--- config.mk ---
export PLATFORM = sky130hd
export DESIGN_NAME = shift_arbiter
export DESIGN_NICKNAME = d
export VERILOG_FILES = /design/src/rtl/shift_arbiter.sv
export SDC_FILE = /design/constraint.sdc
export NUM_CORES = 1
export LEC_CHECK = 0
export BUFFER_PORTS_ARGS = -buffer_cell sky130_fd_sc_hd__buf_2
export CORE_MARGIN = 2
export CORE_UTILIZATION = 29
export CTS_CLUSTER_DIAMETER = 120
export DETAILED_ROUTE_END_ITERATION = 10
export SLEW_MARGIN = 20
export SYNTH_ARGS = -nofsm -noshare
export SYNTH_HDL_FRONTEND = slang
export SYNTH_SLANG_ARGS = --single-unit
--- constraint.sdc ---
create_clock -name clk -period 3.57 [get_ports clk]
set_clock_uncertainty 0.2 [all_clocks]
set_input_delay 0.1785 -clock clk [delete_from_list [all_inputs] [get_ports clk]]
set_output_delay 0.1785 -clock clk [all_outputs]
set_load 0.05 [all_outputs]
--- src/rtl/shift_arbiter.sv ---
// Two-requester round-robin arbiter in front of a shared barrel shifter (SLL/SRL/SRA).
// One accepted operation per cycle; the result is held in a single response register.
module shift_arbiter #(
    parameter int WIDTH = 32,
    parameter int SHW   = 5
) (
    input  logic             clk,
    input  logic             rst,
    input  logic             req0_valid,
    output logic             req0_ready,
    input  logic [1:0]       req0_op,
    input  logic [WIDTH-1:0] req0_a,
    input  logic [SHW-1:0]   req0_s,
    input  logic             req1_valid,
    output logic             req1_ready,
    input  logic [1:0]       req1_op,
    input  logic [WIDTH-1:0] req1_a,
    input  logic [SHW-1:0]   req1_s,
    output logic             rsp_valid,
    input  logic             rsp_ready,
    output logic             rsp_id,
    output logic [WIDTH-1:0] rsp_data,
    output logic             rsp_err
);

    localparam logic [1:0] OP_SLL = 2'b00;
    localparam logic [1:0] OP_SRL = 2'b01;
    localparam logic [1:0] OP_SRA = 2'b10;

    typedef enum logic {
        EMPTY = 1'b0,
        FULL  = 1'b1
    } state_t;

    state_t           state_reg, state_next;
    logic             rr_ptr_reg, rr_ptr_next;
    logic [WIDTH-1:0] data_reg, data_next;
    logic             id_reg, id_next;
    logic             err_reg, err_next;

    logic             free;
    logic             grant;
    logic             accept;
    logic [1:0]       sel_op;
    logic [WIDTH-1:0] sel_a;
    logic [SHW-1:0]   sel_s;

    logic [WIDTH-1:0] rev_in;
    logic [WIDTH-1:0] rev_out;
    logic [WIDTH-1:0] shift_in;
    logic [WIDTH-1:0] stage [0:SHW];
    logic             fill;
    logic [WIDTH-1:0] result;

    // Readies depend only on valids, rr pointer and response-slot state, never on each other.
    always_comb begin
        free   = (state_reg == EMPTY) || rsp_ready;
        grant  = (req0_valid && req1_valid) ? rr_ptr_reg : req1_valid;
        accept = !rst && free && (req0_valid || req1_valid);
        req0_ready = accept && (grant == 1'b0);
        req1_ready = accept && (grant == 1'b1);
    end

    always_comb begin
        sel_op = grant ? req1_op : req0_op;
        sel_a  = grant ? req1_a  : req0_a;
        sel_s  = grant ? req1_s  : req0_s;
    end

    // Left shifts reuse the right-shift network on the bit-reversed operand.
    generate
        for (genvar gi = 0; gi < WIDTH; gi++) begin : g_rev
            assign rev_in[gi]  = sel_a[WIDTH-1-gi];
            assign rev_out[gi] = stage[SHW][WIDTH-1-gi];
        end
    endgenerate

    assign shift_in = (sel_op == OP_SLL) ? rev_in : sel_a;
    assign fill     = (sel_op == OP_SRA) && sel_a[WIDTH-1];
    assign stage[0] = shift_in;

    generate
        for (genvar gi = 0; gi < SHW; gi++) begin : g_stage
            localparam int SH = 1 << gi;
            assign stage[gi+1] = sel_s[gi] ? {{SH{fill}}, stage[gi][WIDTH-1:SH]} : stage[gi];
        end
    endgenerate

    always_comb begin
        case (sel_op)
            OP_SLL:  result = rev_out;
            OP_SRL:  result = stage[SHW];
            OP_SRA:  result = stage[SHW];
            default: result = sel_a;
        endcase
    end

    always_comb begin
        state_next  = state_reg;
        rr_ptr_next = rr_ptr_reg;
        data_next   = data_reg;
        id_next     = id_reg;
        err_next    = err_reg;
        case (state_reg)
            EMPTY: begin
                if (accept) begin
                    state_next = FULL;
                end
            end
            FULL: begin
                if (!accept && rsp_ready) begin
                    state_next = EMPTY;
                end
            end
            default: state_next = EMPTY;
        endcase
        if (accept) begin
            data_next   = result;
            id_next     = grant;
            err_next    = (sel_op == 2'b11);
            rr_ptr_next = ~grant;
        end
    end

    always_ff @(posedge clk or posedge rst) begin
        if (rst) begin
            state_reg  <= EMPTY;
            rr_ptr_reg <= 1'b0;
            data_reg   <= '0;
            id_reg     <= 1'b0;
            err_reg    <= 1'b0;
        end else begin
            state_reg  <= state_next;
            rr_ptr_reg <= rr_ptr_next;
            data_reg   <= data_next;
            id_reg     <= id_next;
            err_reg    <= err_next;
        end
    end

    assign rsp_valid = (state_reg == FULL);
    assign rsp_id    = id_reg;
    assign rsp_data  = data_reg;
    assign rsp_err   = err_reg;

endmodule

# == Yosys cells after proc, flatten, opt, wreduce, memory -nomap -nowiden ==
# Index checks and enable logic that the tools add are counted.
# totals
inputBits,83
word_cells,37
regBits,36
# classes
muxes,14
n_bitwise,2
eq_ne,3
reduce_logical,13
# op_table
cell,n
two-way mux 32 bit,7
case mux 32 bit (2 select lines),1
logical AND 1 bit,7
two-way mux 5 bit,1
equality test 2 bit (second input constant),2
two-way mux 1 bit,3
equality test 2 x 1 -> 1 bit (second input constant),1
logical NOT 1 bit,2
logical NOT 2 bit,1
logical OR 1 bit,2
two-way mux 2 bit,1
inverter 1 bit,2
case mux 1 bit (2 select lines),1
OR reduction 2 bit,1

# == Longest topological paths before layout ==
# Gate-level depths: netlist of run 1.
# logic_depth
word_depth,11
ltp_mapped,13

# == Worst setup path before layout of run 1 ==
# OpenSTA, ideal clock, no wires.
# synth_path
kind,in2out
startpoint,input rst
endpoint,output req0_ready
setup_slack_ns,0.458
required_time_ns,3.191
cell_stages,7
arrival_time_ns,2.733
cell_sequence,inv_1 o21ai_0 nand2b_1 clkbuf_1 buf_1 clkbuf_1 nor2_1
# synth_via
elab_chain_cells,4
# synth_lines
element,line,text
start: declaration,8,"input logic rst,"
logical NOT 1 bit (no source line),n/a,
logical AND 1 bit (2 in series),59,accept = !rst && free && (req0_valid || req1_valid);
logical AND 1 bit,60,req0_ready = accept && (grant == 1'b0);
end: declaration,10,"output logic req0_ready,"
# No other way between the ends.

# == Worst setup path in the final report of run 1 ==
# layout_path
startpoint,register rr_ptr_reg
endpoint,register data_reg[2] (netlist: rsp_data[2])
# layout_via
elab_chain_cells,10
# layout_lines
element,line,text
start: declaration,36,"logic rr_ptr_reg, rr_ptr_next;"
start signal: assignment,134,rr_ptr_reg <= rr_ptr_next;
two-way mux 1 bit (*),58,grant = (req0_valid && req1_valid) ? rr_ptr_reg : req1_valid;
two-way mux 2 bit,65,sel_op = grant ? req1_op : req0_op;
logical NOT 2 bit or equality test 2 bit (tied branches),"78, 90, 79",
two-way mux 32 bit or logical AND 1 bit (tied branches),"78, 79",
two-way mux 32 bit (5 in series),85,"assign stage[gi+1] = sel_s[gi] ? {{SH{fill}}, stage[gi][WIDTH-1:SH]} : stage[gi];"
case mux 32 bit (2 select lines) (*),90,case (sel_op)
end signal: assignment,135,data_reg <= data_next;
end: declaration,37,"logic [WIDTH-1:0] data_reg, data_next;"
# Every way passes the cells marked *; elsewhere a longest branch is shown, timed or not.
# A chain may end at the register's enable or synchronous reset.

==> results of run 1 <==
## layer usage
| layer | wire [um] | GRT usage | up-vias |
|---|---|---|---|
| met2 | 15710 | 0.4453 | 587 |
| li1 | - | - | 4010 |
| met4 | 2465 | 0.1544 | 0 |
| met5 | 0 | 0 | - |
| met3 | 3068 | 0.03756 | 131 |
| met1 | 15190 | 0.3870 | 4438 |
## layout by cell type, fill, tap and decap left out, types with 5 or more instances in the layout
cell type  instances
mux2_2            21
buf_4            109
buf_2            119
nand2_1          104
o22ai_1            7
o2111ai_1         16
clkbuf_16          5
nor2_1            44
or3b_2            24
nor4_1            13
and3_1             5
nand4_1            5
o2111a_1           5
o211ai_1          22
o221ai_1           8
buf_12             8
a211oi_1          23
a2111oi_2          5
a2111oi_0         33
nor2_2             5
or3b_1            17
o21a_1            15
nor3b_1           12
a221o_1            7
a221oi_1          43
nor3_1            14
dfrtp_1           36
a21oi_1           49
o21ai_0           77
mux4_2            14
nand3_1           26
and2_1             7
a31oi_1           16
mux2i_1           42
a22oi_1            8
o21ai_1            5
## power by group through the flow
stage	Sequential (mW)	Clock [mW]	Combinational, mW
4_1_cts	0.587	0.446	2.24
5_1_grt	0.597	0.460	2.41
2_1_floorplan	0.952	0	1.04
3_3_place_gp	0.593	0	2.24
6_report	0.590	0.439	2.29
3_5_place_dp	0.592	0	2.23
## worst min-delay path: cells and delay by family
kind                   cells  cell delay, ns
buffers and inverters      1            0.07
and+or+nand+nor            2            0.20
## area by class of cell
class	instances	area (sq um)
Clock inverter	3	18.77
Tap cell	319	399.1
Multi-Input combinational cell	770	5524
Clock buffer	5	125.1
Fill cell	2483	14900
Sequential cell	36	900.9
Inverter	5	18.77
Timing Repair Buffer	237	1584
## through the flow
step	util	instances
floorplan	-	915
global route	0.3651	1375
finish	0.3651	1375
global placement	0.3570	1366
CTS	0.3641	1375
detailed placement	0.3570	1366
## final timing paths
| path | from | endpoint | slack, ns |
|---|---|---|---|
| worst max-delay path | rr_ptr_reg | rsp_data[2] | 0.16 |
| worst min-delay path | rsp_ready | rsp_valid | 0.01 |
| worst max register to register | rr_ptr_reg | rsp_data[2] | 0.16 |
| worst min register to register | rsp_err | rsp_err | 0.27 |
| max in group asynchronous | rst | rsp_id | 2.36 |
| min in group asynchronous | rst | rsp_data[17] | 0.48 |
## what timing repair did
item                       in CTS  in global routing
buffers inserted                0                  0
setup endpoints to repair       1                  4
pin swaps                       0                  0
hold buffers                    1                  0
hold endpoints to repair       36                  0
gates resized for setup         3                  5
## kinds of logic (layout without fill, tap and decap cells)
family / after synthesis / after routing / synth area share
AND/OR/NAND/NOR: 304 / 304 / 0.2363
XOR/XNOR: 2 / 2 / 0.002534
flip-flops: 36 / 36 / 0.1303
buffers and inverters: 109 / 250 / 0.08053
AO/OA/AOI/OAI: 385 / 385 / 0.4066
multiplexers: 79 / 79 / 0.1437
==> run metrics, run 1 <==
worst skew pair latency 0.28 ns; NetSw about 1.8 mW; register area share after synthesis 0.1303; synth top area cells dfrtp_1 13%, mux2i_1 6.2%, nand2_1 5.6%; critical path endpoint category register; Max Slew Vio Count 0; P_leak between 3 and 4 nW; Setup TNS 0 ns; post-route ant nets 0; Critical Path Most Common Cell buf_4; worst slew pin tran between 0.7 and 0.8 ns; H-tree levels 2; CP max FO 12; FP Rows 56; io pins 120; TritonCTS Buffers 5; CP required ~3.5 ns; distinct cell type count after synthesis 82; die area approximately 0.025 sq mm; First-pass DRT Iterations 5; status completed; gpl congestion 1.009; first-pass GRT wire length about 54000 um; # DRC 0; Buf/Inv on CP 2; Setup WS post-layout around 0.16 ns; Final setup viols 0; Nets ~1100; Syn Area/Cell between 7 and 8 sq um; maximum VDD drop slightly above 0.2 mV; most numerous cell in the Yosys netlist nand2_1; CTS tree yes; Final Hold Viols 0; die height roughly 160 um; Yosys top cell area share 0.1303; P_int between 1.5 and 2 mW; clk sink count 36; CP Data Arrival Time 3.38 ns; Post-synth EDFFs 0; First DRT Iteration DRCs 1077; Crit Path Category reg -> reg; Antenna Cells 0; largest net degree at the start of global routing 72; post-layout min period 3.414 ns; total of max-cap violations 0; Primary FF master, synth dfrtp_1; Logic pwr share 0.690; vias in the first global route 8606; CP max stage cell nor4b_2; Initial Utilization 0.2946; via count around 9000; Max-slew headroom 0.4972; all-layer global routing usage 0.2870; synth cell count leaders 104 x nand2_1, 77 x o21ai_0, 50 x clkbuf_1; worst hold slack roughly 0.014 ns; Total Power 3.323 mW; max reg flops 32; Mapped Area roughly 0.0069 sq mm; core area 0.02347 sq mm; sequential power share 0.177; Sw Share 0.5392; final worst path period share 0.9563; pre-CTS worst setup slack -0.03951 ns; ratio of cells with drive above 1 in the final layout 0.3220; root buffer cell clkbuf_16; cell accounting for the most synthesized area dfrtp_1; Top delay family on crit path simple AND/OR/NAND/NOR gates; Final Cell Area 0.008571 sq mm; Clk pwr share 0.132; Port Buffer Count around 120; max incr delay on CP around 0.64 ns; synth warn 0; routed length per placed instance 26.50 um; initial antenna violation count 0; worst-path cell chain nor2b_4, buf_4, a2111oi_2, nor4b_2, mux4_2, a2bb2oi_1, nor2_1, a211oi_1, buf_4, o211ai_1; Pwr per Cell Area 387.8 mW/mm^2; asr flop ratio synth 1.000; worst reg2reg path depth 10; Hold Crit Class in -> reg; Clock Path Buffers 2; fmax 292.9 MHz; Mapped Cells 915; cell area after placement about 0.0084 sq mm; worst hold stages 3; critical path startpoint category register; post-synthesis register bit count 36; RSZ-0062 raised after global routing false; critical path depth 10; WL final 36440 um; gr ovfl total 0; syn_nets about 1000; Via density approximately 6.7; Area growth syn-to-layout 23.96%; die width 158.4 um; HPWL Detailed 28850 um; clock-pin slew on the worst setup and hold paths roughly 0.060 ns
(Power assumes the default switching activity.)
==> inputs of run 2 (changes only) <==
--- a/config.mk
+++ b/config.mk
@@ -5,11 +5,11 @@
 export SDC_FILE = /design/constraint.sdc
 export NUM_CORES = 1
 export LEC_CHECK = 0
-export BUFFER_PORTS_ARGS = -buffer_cell sky130_fd_sc_hd__buf_2
 export CORE_MARGIN = 2
 export CORE_UTILIZATION = 29
 export CTS_CLUSTER_DIAMETER = 120
 export DETAILED_ROUTE_END_ITERATION = 10
+export DONT_BUFFER_PORTS = 1
 export SLEW_MARGIN = 20
 export SYNTH_ARGS = -nofsm -noshare
 export SYNTH_HDL_FRONTEND = slang
==> constraint.sdc (replaced) <==
create_clock -name clk -period 3.57 [get_ports clk]
set_clock_uncertainty 0.2 [all_clocks]
set_input_delay 0.5355 -clock clk [delete_from_list [all_inputs] [get_ports clk]]
set_output_delay 0.5355 -clock clk [all_outputs]
set_load 0.05 [all_outputs]
==> run 2 against run 1 <==
Effect of this change:
- final area fell by 9.0%
- clock power rose by 16%
- count of clock-buffer cells in the layout did not move
- fmax fell by 3.7%
- sequential cell count did not move
- critical path type unchanged
- highest routed layer unchanged
==> run metrics, run 2 (synthesized netlist as in run 1, its figures left out) <==
status completed; Initial Utilization 0.2946; P_leak ~2.7 nW; Final Hold Viols 0; Antenna Cells 0; fmax about 280 MHz; CP max FO 13; clock-pin slew on the worst setup and hold paths about 0.060 ns; critical path startpoint category register; critical path endpoint category register; via count 8569; worst-path cell chain nand2b_2, buf_4, o2111a_1, nor4b_1, mux2i_1, mux2i_1, nor3_1, a2111oi_0, o21ai_0; CP required 3.52 ns; Crit Path Category reg -> reg; Nets just under 1000; most frequent cells in the layout 104 x nand2_1, 86 x buf_4, 77 x o21ai_0, 49 x a21oi_1; commonest non-fill, non-tap cell in the layout nand2_1; HPWL Detailed 26580 um; post-route ant nets 0; die height approximately 160 um; gr ovfl total 0; Top delay family on crit path simple AND/OR/NAND/NOR gates; post-layout min period between 3 and 4 ns; # DRC 0; maximum VDD drop roughly 0.19 mV; routed length per placed instance roughly 28 um; vias in the first global route between 7000 and 8000; Max Slew Vio Count 0; clk sink count 36; die width 158.4 um; max incr delay on CP ~0.92 ns; Setup TNS 0 ns; First DRT Iteration DRCs 1193; Area growth syn-to-layout 12.85%; Crit. Startpoint rr_ptr_reg; worst skew pair latency 0.28 ns; Final setup viols 0; Port Buffer Count 0; DP Cell Count between 1000 and 1500; CP max stage cell nor4b_1; gpl congestion approximately 0.99; all-layer global routing usage 0.2665; io pins 120; Pwr per Cell Area between 300 and 400 mW/mm^2; CP Data Arrival Time 3.49 ns; CTS Hold Buffers Added 0; FP Rows between 50 and 60; initial antenna violation count 0; worst slew pin tran about 1.1 ns; largest net degree at the start of global routing 73; Hold Crit Class in -> async; Filler cells 2486; Via density 6.955; die area approximately 0.025 sq mm; ratio of cells with drive above 1 in the final layout 0.2169; First-pass DRT Iterations 6; core area approximately 0.023 sq mm; final core occ 0.3324; final worst path period share 0.9926; Max-slew headroom 0.2780; fin cells roughly 1200; Clock Path Buffers 2; WL final roughly 34000 um; root buffer cell clkbuf_16; Buf/Inv on CP 1; total of max-cap violations 0; Critical Path Most Common Cell mux2i_1; reg2reg start rr_ptr_reg; H-tree levels 2; first-pass GRT wire length approximately 51000 um; CTS tree yes; TritonCTS Buffers 5; RSZ-0062 raised after global routing false; max reg flops 32
==> run 2: final cells by class <==
class	count	area, sq um	share of cell area
Multi-Input combinational cell	770	5507	0.7057
Sequential cell	36	900.9	0.1155
Timing Repair Buffer	94	805.8	0.1033
Tap cell	319	399.1	0.05115
Clock buffer	5	125.1	0.01604
Clock inverter	3	42.54	0.005452
Inverter	5	22.52	0.002886
==> run 2: path summary, 6_finish.rpt <==
kind,end,slack [ns],cells past startpoint
max,rsp_data[6],0.03,9
min,rsp_err,0.12,2
max reg2reg,rsp_data[6],0.03,9
min reg2reg,rr_ptr_reg,0.42,2
max in group asynchronous,rsp_data[19],2.72,2
min in group clk,rsp_valid,0.28,2
==> run 2: worst register-to-register path: stages, from the launching register on <==
cell and delay, ns:
dfrtp_1 0.42, nand2b_2 0.25, buf_4 0.21, o2111a_1 0.14, nor4b_1 0.92, mux2i_1 0.33
mux2i_1 0.25, nor3_1 0.08, a2111oi_0 0.45, o21ai_0 0.15
==> run 2: where the power goes <==
| part | switching, mW | internal, mW |
|---|---|---|
| registers | 0.475 | 0.507 |
| clock network | 0.183 | 0.328 |
| logic | 0.954 | 0.636 |
| total | 1.61 | 1.47 |
==> run 2: through the flow <==
step           setup slack, ns  total power, mW  cell area, sq um  hold slack (ns)
4_1_cts                0.07148            3.045              7786           0.1510
5_1_grt               0.004332            3.213              7802           0.1748
6_report               0.02637            3.085              7802           0.1249
3_3_place_gp          -0.05583            2.542              7619           0.3735
3_5_place_dp          -0.03985            2.532              7619           0.3848
2_1_floorplan           0.1409            1.989              6920           0.2804
==> run 2: repair_timing <==
item	CTS	global route
hold endpoints to repair	0	0
endpoints found under the setup margin	0	2
gates resized for setup	0	4
buffers inserted	0	0
==> run 2: metal layers <==
layer  share of wire  track usage  wire, um  vias to the layer above
met4           0.070       0.1493      2383                        0
met1            0.38       0.3374     12880                     4117
met2            0.45       0.4313     15270                      620
li1                -            -         -                     3704
met5               0            0         0                        -
met3            0.10      0.04328      3415                      128
==> inputs of run 3 (changes only) <==
--- a/config.mk
+++ b/config.mk
@@ -5,6 +5,7 @@
 export SDC_FILE = /design/constraint.sdc
 export NUM_CORES = 1
 export LEC_CHECK = 0
+export CORE_ASPECT_RATIO = 1.1
 export CORE_MARGIN = 2
 export CORE_UTILIZATION = 29
 export CTS_CLUSTER_DIAMETER = 120
==> run 3 against run 2 <==
Effect of this change:
- via count is 1.4% higher
- setup slack better by 0.052 ns
- critical path depth is 1 higher
==> run metrics, run 3 (synthesized netlist as in run 1, its figures left out) <==
Final setup viols 0; worst skew pair latency 0.28 ns; Antenna Cells 0; WL final roughly 36000 um; HPWL Detailed between 20000 and 30000 um; commonest non-fill, non-tap cell in the layout buf_4; ratio of cells with drive above 1 in the final layout 0.2412; post-layout min period about 3.5 ns; # DRC 0; H-tree levels 2; FP Rows 59; Max Slew Vio Count 0; Initial Utilization 0.2936; Hold Crit Class in -> async; total of max-cap violations 0; clock-pin slew on the worst setup and hold paths 0.06 ns; core area roughly 0.024 sq mm; vias in the first global route between 7000 and 8000; Setup TNS 0 ns; DP Cell Count between 1000 and 1500; gr ovfl total 0; Crit Path Category reg -> reg; gpl congestion around 1.0; CP max stage cell nor4_2; CTS tree yes; RSZ-0062 raised after global routing false; CTS Hold Buffers Added 0; Port Buffer Count 0; Pwr per Cell Area slightly below 400 mW/mm^2; Nets a little over 1000; most frequent cells in the layout 116 x buf_4, 104 x nand2_1, 77 x o21ai_0, 49 x a21oi_1; CP required 3.51 ns; max reg flops 32; final worst path period share 0.9780; fin cells ~1200; initial antenna violation count 2; status completed; Filler cells 2517; worst-path cell chain buf_4, nor2b_4, buf_4, a2111oi_0, nor4_2, a22oi_1, nand3_1, a21oi_1, a2111oi_0, o21ai_0; first-pass GRT wire length 52860 um; Total Power between 3 and 4 mW; Clock Path Buffers 2; Via density between 6 and 7; First DRT Iteration DRCs roughly 1300; post-route ant nets 0; routed length per placed instance between 20 and 30 um; P_leak 2.813 nW; io pins 120; die width 151.2 um; First-pass DRT Iterations 6; largest net degree at the start of global routing 73; worst slew pin tran ~0.98 ns; Area growth syn-to-layout 15.36%; fmax between 200 and 300 MHz; pre-CTS worst setup slack -0.1752 ns; Setup WS post-layout roughly 0.08 ns; TritonCTS Buffers 5; die area between 0.02 and 0.03 sq mm; critical path startpoint category register; maximum VDD drop 0.2185 mV; via count a little under 9000; CP Data Arrival Time about 3.4 ns; die height between 150 and 200 um; max incr delay on CP around 0.67 ns; Setup Fix Bufs, Post-CTS 0; clk sink count 36; CP max FO 10; all-layer global routing usage 0.2770; root buffer cell clkbuf_16; Final Hold Viols 0; Max-slew headroom 0.3467; critical path endpoint category register
[run 3: changes by cell type in the layout (fill, tap and decap cells not counted), sizes merged]
cell and change:
buf +28, bufinv -1, clkbuf +1, clkinv +1, clkinvlp -1
[run 3: layout make-up]
| class | instances | area, sq um | share of cell area |
|---|---|---|---|
| inverter | 5 | 22.52 | 0.002824 |
| timing repair buffer | 122 | 991.0 | 0.1242 |
| clock inverter | 2 | 10.01 | 0.001255 |
| tap | 305 | 381.6 | 0.04784 |
| multi-input combinational | 770 | 5532 | 0.6935 |
| clock buffer | 6 | 138.9 | 0.01741 |
| sequential | 36 | 900.9 | 0.1129 |
[run 3: per-layer routing]
layer,part of all wire,global-route usage
met1,0.41,0.3938
met2,0.42,0.4055
met3,0.14,0.08049
met4,0.035,0.07639
met5,0.00028,0
[run 3: report_power, final]
group	switching, mW	internal [mW]	leakage [nW]
logic	0.996	0.683	2.29
registers	0.489	0.507	0.441
clock network	0.169	0.275	0.0766
[run 3: final timing paths]
check	start	to	slack [ns]	cells past startpoint
max	rr_ptr_reg	rsp_data[6]	0.08	10
min	rst	rsp_id	0.09	2
max reg2reg	rr_ptr_reg	rsp_data[6]	0.08	10
min reg2reg	rr_ptr_reg	rr_ptr_reg	0.45	3
max in group asynchronous	rst	rsp_data[5]	2.74	2
min in group clk	rsp_ready	rsp_valid	0.29	2
[run 3: timing repair]
| action | in CTS | in global routing |
|---|---|---|
| pin swaps | 0 | 1 |
| gates resized for setup | 1 | 6 |
| setup endpoints to repair | 4 | 8 |
| endpoints found under the hold margin | 0 | 0 |
[run 3: worst max-delay path, delay by kind of cell, from the launching register on]
family | cells | cell delay, ns
AO/OA/AOI/OAI | 5 | 1.16
buffers and inverters | 2 | 0.39
flip-flops | 1 | 0.39
AND/OR/NAND/NOR | 3 | 1.20
[run 3: stage by stage]
stage | area [sq um] | hold slack (ns) | utilization
2_1_floorplan | 6920 | 0.2804 | -
3_3_place_gp | 7786 | 0.4278 | 0.3306
3_5_place_dp | 7786 | 0.4221 | 0.3306
4_1_cts | 7941 | 0.1289 | 0.3372
5_1_grt | 7976 | 0.1597 | 0.3387
6_report | 7976 | 0.09474 | 0.3387
